<file path="src/rtl/riscv_pkg.sv">
`default_nettype none
// ============================================================================
//  Module      : riscv_pkg
//  Description : Shared RV32 constants, the fetch-buffer entry layout and a
//                PC alignment helper used by the instruction-fetch front end.
//  Revision    : 1.0 - initial release
// ============================================================================
package riscv_pkg;

    // Architectural widths
    localparam int XLEN = 32;
    localparam int ILEN = 32;

    // Byte distance between consecutive instruction words
    localparam logic [XLEN-1:0] INSTR_ALIGN = 32'd4;

    // ADDI x0,x0,0 - placed into flushed IF/ID slots by downstream logic
    localparam logic [ILEN-1:0] NOP_INSTR = 32'h0000_0013;

    // One buffered instruction together with the address it was fetched from
    typedef struct packed {
        logic [XLEN-1:0] pc;
        logic [ILEN-1:0] instr;
    } fetch_entry_t;

    // Force a byte address down to the enclosing instruction word
    function automatic logic [XLEN-1:0] align_pc(input logic [XLEN-1:0] pc);
        return pc & ~(INSTR_ALIGN - 32'd1);
    endfunction

endpackage : riscv_pkg
`default_nettype wire

</file>
<file path="src/rtl/fetch_fifo.sv">
`default_nettype none
// ============================================================================
//  Module      : fetch_fifo
//  Description : Synchronous circular FIFO with push, pop, flush, an occupancy
//                count and asynchronous active-high reset that also clears
//                storage, so the head reads as zero straight out of reset.
//  Revision    : 1.0 - initial release
// ============================================================================
module fetch_fifo #(
    parameter int DEPTH = 4,
    parameter int WIDTH = 64
) (
    input  logic                   clk,
    input  logic                   rst,
    input  logic                   push_i,
    input  logic [WIDTH-1:0]       push_data_i,
    input  logic                   pop_i,
    input  logic                   flush_i,
    output logic [WIDTH-1:0]       head_data_o,
    output logic [$clog2(DEPTH):0] count_o
);

    localparam int AW = $clog2(DEPTH);
    localparam int CW = AW + 1;

    localparam logic [CW-1:0] c_FULL    = CW'(DEPTH);
    localparam logic [CW-1:0] c_CNT_ONE = CW'(1);
    localparam logic [AW-1:0] c_PTR_ONE = AW'(1);

    logic [WIDTH-1:0] mem_q [DEPTH];
    logic [AW-1:0]    rd_ptr_q;
    logic [AW-1:0]    wr_ptr_q;
    logic [CW-1:0]    count_q;

    logic             w_push;
    logic             w_pop;

    // Flush wins over both ports; a pop of an empty FIFO is ignored, and a
    // push into a full FIFO is only taken when the head leaves the same cycle.
    assign w_pop  = pop_i && !flush_i && (count_q != '0);
    assign w_push = push_i && !flush_i && ((count_q != c_FULL) || w_pop);

    // Pointer, count and storage update
    always_ff @(posedge clk or posedge rst) begin
        if (rst) begin
            for (int i = 0; i < DEPTH; i++) begin
                mem_q[i] <= '0;
            end
            rd_ptr_q <= '0;
            wr_ptr_q <= '0;
            count_q  <= '0;
        end else if (flush_i) begin
            rd_ptr_q <= '0;
            wr_ptr_q <= '0;
            count_q  <= '0;
        end else begin
            if (w_push) begin
                mem_q[wr_ptr_q] <= push_data_i;
                wr_ptr_q        <= wr_ptr_q + c_PTR_ONE;
            end
            if (w_pop) begin
                rd_ptr_q <= rd_ptr_q + c_PTR_ONE;
            end
            case ({w_push, w_pop})
                2'b10:   count_q <= count_q + c_CNT_ONE;
                2'b01:   count_q <= count_q - c_CNT_ONE;
                default: count_q <= count_q;
            endcase
        end
    end

    // When a pop empties the FIFO together with a push, rd_ptr advances onto
    // the slot just written, so the new word is the head on the next cycle.
    assign head_data_o = mem_q[rd_ptr_q];
    assign count_o     = count_q;

endmodule : fetch_fifo
`default_nettype wire

</file>
<file path="src/rtl/ifetch_prefetch.sv">
`default_nettype none
// ============================================================================
//  Module      : ifetch_prefetch
//  Description : Instruction-fetch front end. Owns the fetch PC, issues word
//                requests over a grant / in-order-response memory handshake,
//                buffers returned words with their PCs and hands them to
//                decode with valid/ready. A redirect from EX flushes the
//                buffer and drops every response still in flight.
//  Revision    : 1.0 - initial release
// ============================================================================
module ifetch_prefetch
    import riscv_pkg::*;
#(
    parameter int          DEPTH    = 4,
    parameter logic [31:0] RESET_PC = 32'h0000_0000
) (
    input  logic        clk,
    input  logic        reset,
    input  logic        redirect_valid,
    input  logic [31:0] redirect_pc,
    output logic        imem_req,
    output logic [31:0] imem_addr,
    input  logic        imem_gnt,
    input  logic        imem_rvalid,
    input  logic [31:0] imem_rdata,
    output logic        id_valid,
    output logic [31:0] id_instr,
    output logic [31:0] id_pc,
    input  logic        id_ready,
    output logic [31:0] fetch_pc,
    output logic        resp_err
);

    // Occupancy counters hold 0..DEPTH inclusive
    localparam int CW = $clog2(DEPTH) + 1;

    localparam logic [CW-1:0] c_DEPTH = CW'(DEPTH);
    localparam int            c_EW    = $bits(fetch_entry_t);

    // ------------------------------------------------------------------
    // State
    // ------------------------------------------------------------------
    logic [XLEN-1:0] fetch_pc_q, fetch_pc_d;   // next address to request
    logic [XLEN-1:0] resp_pc_q,  resp_pc_d;    // PC of next kept response
    logic [CW-1:0]   inflight_q, inflight_d;   // granted, not yet returned
    logic [CW-1:0]   discard_q,  discard_d;    // in-flight words to drop
    logic            resp_err_q, resp_err_d;   // sticky protocol error

    // ------------------------------------------------------------------
    // Combinational control
    // ------------------------------------------------------------------
    logic            w_room;
    logic            w_req;
    logic            w_grant;
    logic            w_resp;
    logic            w_spurious;
    logic            w_push;
    logic            w_pop;
    logic            w_id_valid;
    logic [CW-1:0]   w_count;
    logic [CW-1:0]   w_grant_inc;
    logic [CW-1:0]   w_resp_dec;
    logic [XLEN-1:0] w_target;

    fetch_entry_t    w_push_entry;
    fetch_entry_t    w_head_entry;
    logic [c_EW-1:0] w_head_bits;

    // Buffered words plus reserved in-flight slots must stay within DEPTH,
    // which is what makes a FIFO overflow impossible.
    assign w_room   = (w_count + inflight_q) < c_DEPTH;
    assign w_req    = !reset && !redirect_valid && w_room;
    assign w_grant  = w_req && imem_gnt;

    // A response only counts when something is actually outstanding
    assign w_resp     = imem_rvalid && (inflight_q != '0);
    assign w_spurious = imem_rvalid && (inflight_q == '0);

    // Stale words (pre-redirect fetches) and any word arriving alongside a
    // redirect are dropped instead of entering the buffer.
    assign w_push   = w_resp && (discard_q == '0) && !redirect_valid;

    // Decode never sees an instruction in the cycle EX is redirecting
    assign w_id_valid = (w_count != '0) && !redirect_valid;
    assign w_pop      = w_id_valid && id_ready;

    assign w_target    = align_pc(redirect_pc);
    assign w_grant_inc = {{(CW-1){1'b0}}, w_grant};
    assign w_resp_dec  = {{(CW-1){1'b0}}, w_resp};

    assign w_push_entry = '{pc: resp_pc_q, instr: imem_rdata};
    assign w_head_entry = fetch_entry_t'(w_head_bits);

    // ------------------------------------------------------------------
    // Instruction buffer
    // ------------------------------------------------------------------
    fetch_fifo #(
        .DEPTH (DEPTH),
        .WIDTH (c_EW)
    ) u_fetch_fifo (
        .clk         (clk),
        .rst         (reset),
        .push_i      (w_push),
        .push_data_i (w_push_entry),
        .pop_i       (w_pop),
        .flush_i     (redirect_valid),
        .head_data_o (w_head_bits),
        .count_o     (w_count)
    );

    // Next-state for PCs, in-flight bookkeeping and the error flag
    always_comb begin
        fetch_pc_d = fetch_pc_q;
        resp_pc_d  = resp_pc_q;
        discard_d  = discard_q;
        resp_err_d = resp_err_q | w_spurious;
        inflight_d = inflight_q + w_grant_inc - w_resp_dec;

        if (redirect_valid) begin
            // Everything still outstanding after this cycle belongs to the
            // old path; a second redirect simply recomputes the drop count.
            fetch_pc_d = w_target;
            resp_pc_d  = w_target;
            discard_d  = inflight_q - w_resp_dec;
        end else begin
            if (w_grant) begin
                fetch_pc_d = fetch_pc_q + INSTR_ALIGN;
            end
            if (w_push) begin
                resp_pc_d = resp_pc_q + INSTR_ALIGN;
            end
            if (w_resp && (discard_q != '0)) begin
                discard_d = discard_q - {{(CW-1){1'b0}}, 1'b1};
            end
        end
    end

    // State registers with asynchronous reset
    always_ff @(posedge clk or posedge reset) begin
        if (reset) begin
            fetch_pc_q <= RESET_PC;
            resp_pc_q  <= RESET_PC;
            inflight_q <= '0;
            discard_q  <= '0;
            resp_err_q <= 1'b0;
        end else begin
            fetch_pc_q <= fetch_pc_d;
            resp_pc_q  <= resp_pc_d;
            inflight_q <= inflight_d;
            discard_q  <= discard_d;
            resp_err_q <= resp_err_d;
        end
    end

    // ------------------------------------------------------------------
    // Outputs
    // ------------------------------------------------------------------
    assign imem_req  = w_req;
    assign imem_addr = fetch_pc_q;
    assign fetch_pc  = fetch_pc_q;
    assign resp_err  = resp_err_q;
    assign id_valid  = w_id_valid;
    assign id_instr  = w_head_entry.instr;
    assign id_pc     = w_head_entry.pc;

endmodule : ifetch_prefetch
`default_nettype wire

</file>
<file path="config.mk">
export PLATFORM = sky130hd
export DESIGN_NAME = ifetch_prefetch
export DESIGN_NICKNAME = d
export VERILOG_FILES = /design/src/rtl/riscv_pkg.sv /design/src/rtl/fetch_fifo.sv /design/src/rtl/ifetch_prefetch.sv
export SDC_FILE = /design/constraint.sdc
export NUM_CORES = 1
export LEC_CHECK = 0
export ABC_AREA = 1
export CAP_MARGIN = 25
export CORE_ASPECT_RATIO = 1.4
export CORE_MARGIN = 4
export CORE_UTILIZATION = 45
export DETAILED_ROUTE_END_ITERATION = 16
export DONT_BUFFER_PORTS = 1
export GPL_ROUTABILITY_DRIVEN = 0
export REMOVE_ABC_BUFFERS = 1
export SLEW_MARGIN = 20
export SYNTH_ARGS = -nofsm -noshare
export SYNTH_HDL_FRONTEND = slang
export SYNTH_SLANG_ARGS = --single-unit
</file>
<file path="constraint.sdc">
create_clock -name clk -period 12.05 [get_ports clk]
set_clock_uncertainty 0.05 [all_clocks]
set_input_delay 2.41 -clock clk [delete_from_list [all_inputs] [get_ports clk]]
set_output_delay 2.41 -clock clk [all_outputs]
set_load 0.05 [all_outputs]
</file>
**Word level (Yosys, flattened, before mapping)**

Index checks and enable logic that the tools add are counted.

- Register bits: 334
- Input bits: 70
- Word-level logic and storage cells: 82

- Add/sub/neg operators: 11
- Order comparisons: 4
- Eq/ne operators: 3
- Multiplexer cells: 18
- Bitwise gates (word level): 4
- Reduce and logical (&&, ||, !) cells: 30

Operators with widths:

| operator | number |
|---|---|
| 256-bit bitwise mux | 1 |
| 64-bit 2-to-1 mux | 3 |
| 64-bit binary-select mux with 2-bit select | 1 |
| 64-bit demux with 2-bit select | 1 |
| 32-bit 2-to-1 mux | 4 |
| 32-bit by 3-bit adder with 32-bit output (second input constant) | 2 |
| 1-bit logical AND | 15 |
| 3-bit nonzero test | 4 |
| 2-bit nonzero test | 5 |
| 3-bit 2-to-1 mux | 3 |
| 2-bit 2-to-1 mux | 4 |
| 3-bit greater-or-equal comparator (second input constant) | 2 |
| 3-bit zero test | 2 |
| 2-bit inverter with 3-bit output | 2 |
| 3-bit case mux with 2 select lines | 1 |
| 3-bit by 1-bit subtractor with 3-bit output | 2 |
| 3-bit by 1-bit subtractor with 3-bit output (second input constant) | 2 |
| 2-bit by 1-bit adder with 2-bit output (second input constant) | 2 |
| 3-bit by 1-bit adder with 3-bit output | 1 |
| 3-bit by 1-bit adder with 3-bit output (second input constant) | 1 |
| 3-bit adder | 1 |
| 3-bit by 1-bit < comparator with 1-bit output (second input constant) | 1 |
| 3-bit < comparator (second input constant) | 1 |
| 3-bit != test (second input constant) | 1 |
| other kinds (7) | 8 |

**Logic depth before layout (Yosys ltp)**

Gate-level depths: netlist of the first run.

- Depth in word-level cells: 10
- Gate-level depth with buffers: 12

**Cells and area by module**

From an unflattened synthesis of the first run, not the netlist that was laid out.

- Cell total of the unflattened synthesis: 2063
- Area, all modules: 17085.1 um^2

By module, submodules not included:

| module | times used | cells each | area an instance (um^2) | sequential area each (um^2) |
|---|---|---|---|---|
| fetch_fifo | 1 | 1311 | 11821.3 | 6581.3 |
| ifetch_prefetch | 1 | 752 | 5263.8 | 1676.6 |

**Worst setup path after synthesis of the first run**

No wires, ideal clock.

- Path kind: input -> output
- Start: input port redirect_valid
- End: output port imem_req
- Arrival time: 3.455 ns
- Required time: 9.590 ns
- Setup slack: 6.135 ns
- Stages: 4
- Buffers on the path: 1
- Cell sequence: buf_6 > nor2_1 > nand2_1 > nor2_1

- Word-level cells in the longest chain between the ends: 3

Ends and longest elaborated chain:

| item | RTL line | source |
|---|---|---|
| from (decl) | ifetch_prefetch.sv:19 | `input logic redirect_valid,` |
| 1-bit zero test | ifetch_prefetch.sv:72 | `assign w_req = !reset && !redirect_valid && w_room;` |
| 1-bit logical AND (2 in series) | ifetch_prefetch.sv:72 |  |
| to (decl) | ifetch_prefetch.sv:21 | `output logic imem_req,` |

No other way between the ends.

**Worst setup path in the final report of the first run**

- Start: register u_fetch_fifo.rd_ptr_q[0]
- End: output port id_instr[18]

- Word-level cells in the longest chain between the ends: 4

Ends and longest elaborated chain:

| item | RTL line | source |
|---|---|---|
| from (decl) | fetch_fifo.sv:31 | `logic [AW-1:0] rd_ptr_q;` |
| from (signal assigned) | fetch_fifo.sv:62 | `rd_ptr_q <= rd_ptr_q + c_PTR_ONE;` |
| 2-bit inverter with 3-bit output (implied by the code) | fetch_fifo.sv:74 | `assign head_data_o = mem_q[rd_ptr_q];` |
| 64-bit binary-select mux with 2-bit select | fetch_fifo.sv:74 |  |
| 64-bit 2-to-1 mux (implied by the code) (2 in series) | fetch_fifo.sv:74 |  |
| to (decl) | ifetch_prefetch.sv:27 | `output logic [31:0] id_instr,` |

No other way between the ends. The select of a mux whose other input is x is not followed.

==> results_dict.tcl, run 1 <==
set metrics [dict create \
    drt-initial-drc-count 1023 \
    wirelength_mm 49.80 \
    setup-tns-final_ns 0 \
    chipWidth_um 171.9 \
    cts_setup_buffers 0 \
    drc_errors 0 \
    diodes 0 \
    critical-path-top-delay-family "buffers and inverters" \
    cp-start-kind "flip-flop" \
    track_usage_pct 23.97 \
    critPathRequiredTime_ns 9.59 \
    grt_pass1_vias 14425 \
    timing.final.hold_violations 0 \
    grt_start_max_net_pins 181 \
    clock_latency_ns 0.52 \
    cp_slowest_cell "o22ai_1" \
    ys.flop_type "dfrtp_1" \
    worst_ep_arrival_time_ns 3.63 \
    yosys-top-cells-count "778 x nand2_1, 347 x o21ai_0, 322 x dfrtp_1, 207 x nor2_1, 93 x inv_1" \
    start_util_pct 45.78 \
    viasPerCell 5.544 \
    status "completed" \
    numCtsBuffers 35 \
    avgSynthCellArea_um2 7.469 \
    max_freq_ghz 0.1642 \
    timing.slew.headroom_pct 25.56 \
    place_ws_ns 6.155 \
    fin_crit_sh_pct 50.53 \
    cellLeakagePower_nw 9.183 \
    die_area_um2 40820 \
    synth_top_area_share_pct 47.61 \
    rsz0062_at_grt "false" \
    area_growth_pct 7.556 \
    path_max_fanout 89 \
    root_buffer "clkbuf_16" \
    ys_ff_latch 322 \
    wl_per_cell_um 18.76 \
    grt_pass1_wl_mm 78.95 \
    yosys.area.top_type "dfrtp_1" \
    num_vias 14714 \
    slew_violations 0 \
    cts.sinks 322 \
    synth_area_um2 16920 \
    drive_gt1_share_pct 6.081 \
    hold_slack_ns 0.4250 \
    syn_inst 2266 \
    die_h_um 237.5 \
    finalCriticalPeriod_ns 6.089 \
    holdBufCountCts 0 \
    holdCritPathClass "flip-flop to flip-flop" \
    cpPeakStageDelay_ns 0.89 \
    synth_warnings 0 \
    overflow 0 \
    dpl.hpwl_mm 28.65 \
    cts_max_level 2 \
    synth_most_common_cell "nand2_1" \
    max_cap_violations 0 \
    ys_async_sr_fraction_pct 100.0 \
    antenna_left 0 \
    post-route-util_pct 49.24 \
    postPlaceCellArea_um2 16910 \
    fin_area_um2 18200 \
    cts_buffer_depth 3 \
    fin_ws_ns 5.961 \
    ios 201 \
    tightest_slew_ns 1.133 \
    setup_viol 0 \
    clkTransAtPathRegs_ns 0.06 \
    irDropWorstVdd_mv 0.1301 \
    synth.distinct_cells 38 \
    rows 83 \
    io_buffer_count 0 \
    path_class "flip-flop to primary output" \
    fin_nets 2248 \
    crit_chain "inv_4, buf_4, o21ai_0, o22ai_1" \
    seq_area_frac_synth_pct 47.61 \
    antenna_found_initial 0 \
    cts_tree "done" \
    power_density_nw_per_um2 252.5 \
    synth_edf_count 0 \
    end_kind "primary output" \
    synth_area_leaders "dfrtp_1 48%, nand2_1 17%, o21ai_0 10%" \
    first_pass_iters 5 \
    coreArea_um2 36970 \
    fillers 3686 \
    crit_buf_inv 2 \
    ctsResizeCount 0 \
]
[worst min-delay path, delay by kind of cell, from the launching register on]
kind | cells | cell delay [ns]
and+or+nand+nor | 1 | 0.05
DFF | 1 | 0.33
AOI/OAI and AO/OA | 1 | 0.06
[layout make-up]
type                       instances  area [µm²]  area share (%)
tap                              467       584.3           3.210
sequential                       322        8061           44.29
clock inverter                    11       136.4          0.7492
multi-input combinational       1654        7525           41.34
clock buffer                      50        1035           5.685
timing repair buffer              49       466.7           2.564
inverter                         101       394.1           2.165
[per-stage QoR]
step | instances | power, mW
floorplan | 2077 | 2.998
global placement | 2572 | 3.393
detailed placement | 2587 | 3.500
CTS | 2648 | 4.618
global route | 2654 | 4.862
finish | 2654 | 4.596
[flip-flops by register name, summed over array words and instances (netlist names)]
signal,cells
u_fetch_fifo.mem_q,248
fetch_pc,30
resp_pc_q,30
discard_q,3
inflight_q,3
u_fetch_fifo.count_o,3
u_fetch_fifo.rd_ptr_q,2
u_fetch_fifo.wr_ptr_q,2
resp_err,1
[power by group]
group          total, mW  switching (mW)  internal [mW]  leakage, nW
registers           1.66           0.329           1.33         4.15
logic               1.82            1.39          0.431         4.45
clock network       1.11           0.447          0.662        0.577
total               4.60            2.17           2.43         9.18
[cell families after synthesis]
family                     after synthesis  share of synthesized area (%)
buffers and inverters                  295                          8.140
AOI/OAI and AO/OA                      516                          15.92
other                                    1                        0.02216
adders and majority gates               15                          1.198
xor gates and xnor gates                23                          1.190
and+or+nand+nor                       1094                          25.92
DFF                                    322                          47.61
[cell usage in the layout (no fill, tap or decap), types with 37 or more instances in the layout]
cell type	synthesis	layout
a21oi_1	40	40
nand2_1	778	778
nand3_1	67	67
nor2_1	207	207
o21ai_1	62	82
o22ai_1	41	41
o21ai_0	347	326
clkbuf_16	0	37
dfrtp_1	322	321
inv_1	93	90
buf_4	45	37
[routing by layer]
| layer | vias up | global-route usage [%] | routed length [µm] |
|---|---|---|---|
| li1 | 7062 | - | - |
| met1 | 7052 | 31.50 | 20960 |
| met2 | 506 | 40.23 | 24170 |
| met3 | 94 | 4.575 | 3303 |
| met4 | 0 | 7.126 | 1359 |
| met5 | - | 0 | 0 |
[path summary, 6_finish.rpt]
kind	startpoint	to	slack, ns	cells after the start
setup / recovery	u_fetch_fifo.rd_ptr_q[0]$_DFFE_PP0P_	id_instr[18]	5.96	4
hold / removal	u_fetch_fifo.mem_q[182]$_DFFE_PP0P_	u_fetch_fifo.mem_q[182]$_DFFE_PP0P_	0.43	2
setup reg to reg	discard_q[0]$_DFFE_PP0P_	u_fetch_fifo.mem_q[110]$_DFFE_PP0P_	8.09	11
hold reg to reg	u_fetch_fifo.mem_q[182]$_DFFE_PP0P_	u_fetch_fifo.mem_q[182]$_DFFE_PP0P_	0.43	2
max in group asynchronous	reset	u_fetch_fifo.mem_q[89]$_DFFE_PP0P_	8.69	3
min in group asynchronous	reset	fetch_pc[11]$_DFFE_PP0N_	1.80	1
(Power assumes the default switching activity.)
==> run 2: changes to the inputs <==
- clock period: 12.05 -> 5.3 ns (I/O delays scaled with it)
==> results_dict.tcl, run 2 (synthesized netlist as in run 1, its figures left out) <==
set metrics [dict create \
    timing.slew.headroom_pct 25.34 \
    largest_reg_flops 248 \
    area_growth_pct 8.790 \
    fillers 3649 \
    fin_nets 2270 \
    first_pass_iters 5 \
    power_mw 10.50 \
    grt_start_max_net_pins 123 \
    antenna_found_initial 0 \
    numCtsBuffers 36 \
    critPathRequiredTime_ns 4.19 \
    grt_pass1_vias 14335 \
    holdCritPathClass "flip-flop to flip-flop" \
    max_freq_ghz 0.2335 \
    viasPerCell 5.519 \
    wirelength_mm 50.02 \
    timing.final.hold_violations 0 \
    postPlaceCellArea_um2 17100 \
    drt-initial-drc-count 1192 \
    irDropWorstVdd_mv 0.2853 \
    die_h_um 237.5 \
    worst_ep_arrival_time_ns 3.17 \
    max_cap_violations 0 \
    layout_commonest_cell "nand2_1" \
    track_usage_pct 24.08 \
    hold_slack_ns 0.4229 \
    cts_buffer_depth 3 \
    grt_pass1_wl_mm 78.94 \
    setup_viol 0 \
    switching_power_mw 4.973 \
    io_buffer_count 0 \
    ctsResizeCount 0 \
    holdBufCountCts 0 \
    power_switching_share_pct 47.35 \
    dpl.hpwl_mm 29.58 \
    regMostFlops "u_fetch_fifo.mem_q" \
    setup-tns-final_ns 0 \
    cts_max_level 2 \
    place_ws_ns 1.598 \
    status "completed" \
    clock_latency_ns 0.53 \
    start_util_pct 45.78 \
    drc_errors 0 \
    end_kind "primary output" \
    diodes 0 \
    combPwrFrac_pct 40.4 \
    chipWidth_um 171.9 \
    finalCriticalPeriod_ns 4.283 \
    die_area_um2 40820 \
    placed_cells 2604 \
    drive_gt1_share_pct 6.914 \
    antenna_left 0 \
    fin_area_um2 18410 \
    cellLeakagePower_nw 9.296 \
    num_vias 14791 \
    ios 201 \
    wl_per_cell_um 18.66 \
    cts_tree "done" \
    p_clk_share_pct 23.3 \
    mostFrequentLayoutCells "778 x nand2_1, 326 x o21ai_0, 321 x dfrtp_1" \
    power.internal_mw 5.529 \
    rsz0062_at_grt "false" \
    cts.sinks 322 \
    power_density_nw_per_um2 570.4 \
    root_buffer "clkbuf_16" \
    clkTransAtPathRegs_ns 0.06 \
    overflow 0 \
    slew_violations 0 \
    fin_ws_ns 1.017 \
    tightest_slew_ns 1.137 \
    seq_power_share_pct 36.3 \
    coreArea_um2 36970 \
    path_class "flip-flop to primary output" \
    rows 83 \
    fin_crit_sh_pct 80.82 \
    post-route-util_pct 49.80 \
    cp-start-kind "flip-flop" \
    fin_cells 2680 \
    path_max_fanout 70 \
    cts_setup_buffers 0 \
]
==> run 2: cell types whose count changed in the layout (fill, tap and decap cells not counted), sizes merged <==
cell / change
buf: +20
clkinv: -1
inv: +4
clkbuf: +6
bufinv: -3
==> run 2: path summary, 6_finish.rpt <==
kind	start	endpoint	slack, ns	cells after the start
setup / recovery	u_fetch_fifo.rd_ptr_q[0]$_DFFE_PP0P_	id_instr[28]	1.02	3
hold / removal	u_fetch_fifo.mem_q[190]$_DFFE_PP0P_	u_fetch_fifo.mem_q[190]$_DFFE_PP0P_	0.42	2
setup reg to reg	discard_q[0]$_DFFE_PP0P_	u_fetch_fifo.mem_q[46]$_DFFE_PP0P_	2.25	11
hold reg to reg	u_fetch_fifo.mem_q[190]$_DFFE_PP0P_	u_fetch_fifo.mem_q[190]$_DFFE_PP0P_	0.42	2
max in group asynchronous	reset	resp_pc_q[25]$_DFFE_PP0N_	3.49	2
min in group asynchronous	reset	discard_q[0]$_DFFE_PP0P_	0.51	1
==> run 2: layout make-up <==
| class | count | area [µm²] | share of cell area (%) |
|---|---|---|---|
| sequential | 322 | 8061 | 43.79 |
| multi-input combinational | 1654 | 7521 | 40.85 |
| clock buffer | 55 | 1074 | 5.831 |
| timing repair buffer | 70 | 705.7 | 3.833 |
| tap | 467 | 584.3 | 3.174 |
| inverter | 101 | 389.1 | 2.113 |
| clock inverter | 11 | 76.32 | 0.4145 |
==> run 2: worst max-delay path, stage by stage (launching register included) <==
cell     delay [ns]
dfrtp_4        0.74
buf_4          0.74
o21ai_0        0.22
o22ai_1        0.88
==> run 2: per-layer routing <==
layer  share of wire, %  global-route usage (%)
met1                 41                   31.36
met2                 49                   41.09
met3                7.4                   4.392
met4                2.4                   6.768
met5                  0                       0
==> run 2: power by group through the flow <==
stage	clock network (mW)	logic, mW	registers [mW]
floorplan	0	3.05	3.76
global placement	0	4.09	3.88
detailed placement	0	4.17	3.90
CTS	2.51	4.18	3.85
global route	2.62	4.60	3.89
finish	2.45	4.25	3.81
==> run 3: changes to the inputs <==
- clock period: 5.3 -> 4.1 ns (I/O delays scaled with it)
==> results_dict.tcl, run 3 (synthesized netlist as in run 1, its figures left out) <==
set metrics [dict create \
    setup_viol 0 \
    cts_buffer_depth 3 \
    drc_errors 0 \
    rows 83 \
    coreArea_um2 36970 \
    worst_ep_arrival_time_ns 2.55 \
    viasPerCell 5.501 \
    antenna_left 0 \
    power_density_nw_per_um2 743.7 \
    max_freq_ghz 0.2927 \
    die_area_um2 40820 \
    diodes 0 \
    numCtsBuffers 35 \
    cts_setup_buffers 0 \
    holdCritPathClass "primary input to async pin" \
    placed_cells 2653 \
    io_buffer_count 0 \
    tightest_slew_ns 1.087 \
    critPathLaunch "u_fetch_fifo.rd_ptr_q[0]$_DFFE_PP0P_" \
    timing.slew.headroom_pct 27.54 \
    postPlaceCellArea_um2 17450 \
    layout_commonest_cell "nand2_1" \
    clkTransAtPathRegs_ns 0.06 \
    num_vias 14919 \
    hold_slack_ns 0.2009 \
    fin_ws_ns 0.6841 \
    path_class "flip-flop to primary output" \
    wl_per_cell_um 18.51 \
    root_buffer "clkbuf_16" \
    grt_start_max_net_pins 142 \
    drt-initial-drc-count 1099 \
    status "completed" \
    path_max_fanout 53 \
    max_cap_violations 0 \
    switching_power_mw 6.431 \
    slew_violations 0 \
    overflow 0 \
    chipWidth_um 171.9 \
    combPwrFrac_pct 44.1 \
    dpl.hpwl_mm 30.57 \
    drive_gt1_share_pct 8.463 \
    rsz0062_at_grt "false" \
    largest_reg_flops 248 \
    seq_power_share_pct 33.5 \
    place_ws_ns 1.095 \
    cts.sinks 322 \
    cts_tree "done" \
    cellLeakagePower_nw 9.434 \
    p_clk_share_pct 22.4 \
    ctsResizeCount 0 \
    timing.final.hold_violations 0 \
    fin_crit_sh_pct 83.32 \
    irDropWorstVdd_mv 0.4200 \
    grt_pass1_vias 14608 \
    wirelength_mm 50.20 \
    rr_startpoint "discard_q[0]$_DFFE_PP0P_" \
    end_kind "primary output" \
    ios 201 \
    die_h_um 237.5 \
    grt_pass1_wl_mm 79.97 \
    first_pass_iters 7 \
    start_util_pct 45.78 \
    track_usage_pct 24.41 \
    post-route-util_pct 50.19 \
    regMostFlops "u_fetch_fifo.mem_q" \
    critPathRequiredTime_ns 3.23 \
    power_switching_share_pct 46.61 \
    cts_max_level 2 \
    cp-start-kind "flip-flop" \
    antenna_found_initial 0 \
    area_growth_pct 9.648 \
    fin_nets 2308 \
    mostFrequentLayoutCells "778 x nand2_1, 326 x o21ai_0, 321 x dfrtp_1" \
    fin_cells 2712 \
    clock_latency_ns 0.52 \
    holdBufCountCts 0 \
    finalCriticalPeriod_ns 3.416 \
    power.internal_mw 7.368 \
    fin_area_um2 18560 \
]
[run 3: cell types whose count changed in the layout (fill, tap and decap cells not counted), sizes merged]
cell / delta
clkinv: -1
buf: +42
clkbuf: -6
inv: -3
[run 3: metrics by stage]
step                      TNS [ns]  total power, mW
after global placement           0            10.71
after floorplan           -1922.70            8.812
after detailed placement         0            10.81
after CTS                        0            13.92
after global routing             0            14.61
final                            0            13.80
[run 3: final timing paths]
kind,to,slack (ns),cells past startpoint
worst max-delay path,id_pc[2],0.68,5
worst min-delay path,fetch_pc[3]$_DFFE_PP0N_,0.20,1
worst max register to register,u_fetch_fifo.mem_q[153]$_DFFE_PP0P_,1.13,11
worst min register to register,u_fetch_fifo.mem_q[187]$_DFFE_PP0P_,0.42,2
max in group asynchronous,u_fetch_fifo.mem_q[71]$_DFFE_PP0P_,2.83,2
min in group clk,u_fetch_fifo.mem_q[78]$_DFFE_PP0P_,0.36,2
[run 3: layer usage]
metal / track usage, % / vias up / share of wire, %
met5: 0 / - / 0
met4: 8.556 / 0 / 3.0
met3: 4.342 / 94 / 6.2
met2: 41.34 / 481 / 49
met1: 31.38 / 7167 / 41
li1: - / 7177 / -
[run 3: cell type report]
cell class / count / area [µm²]
clock inverters: 7 / 45.04
clock buffers: 52 / 1062
flip-flops and latches: 322 / 8061
well taps: 467 / 584.3
inverters: 101 / 389.1
multi-input cells: 1654 / 7521
repair buffers: 109 / 893.4
fillers: 3638 / 18410
[run 3: worst max-delay path, cell delays in order, from the launching register on]
cell and delay [ns]:
dfrtp_4 0.50, inv_4 0.41, buf_4 0.42, nor2_1 0.08
o22ai_1 0.31, buf_4 0.27
[run 3: power by group through the flow]
stage	clock network (mW)	registers [mW]	logic [mW]
floorplan	0	4.87	3.94
global placement	0	4.65	6.06
detailed placement	0	4.67	6.13
CTS	3.16	4.62	6.15
global route	3.28	4.73	6.61
finish	3.09	4.62	6.09
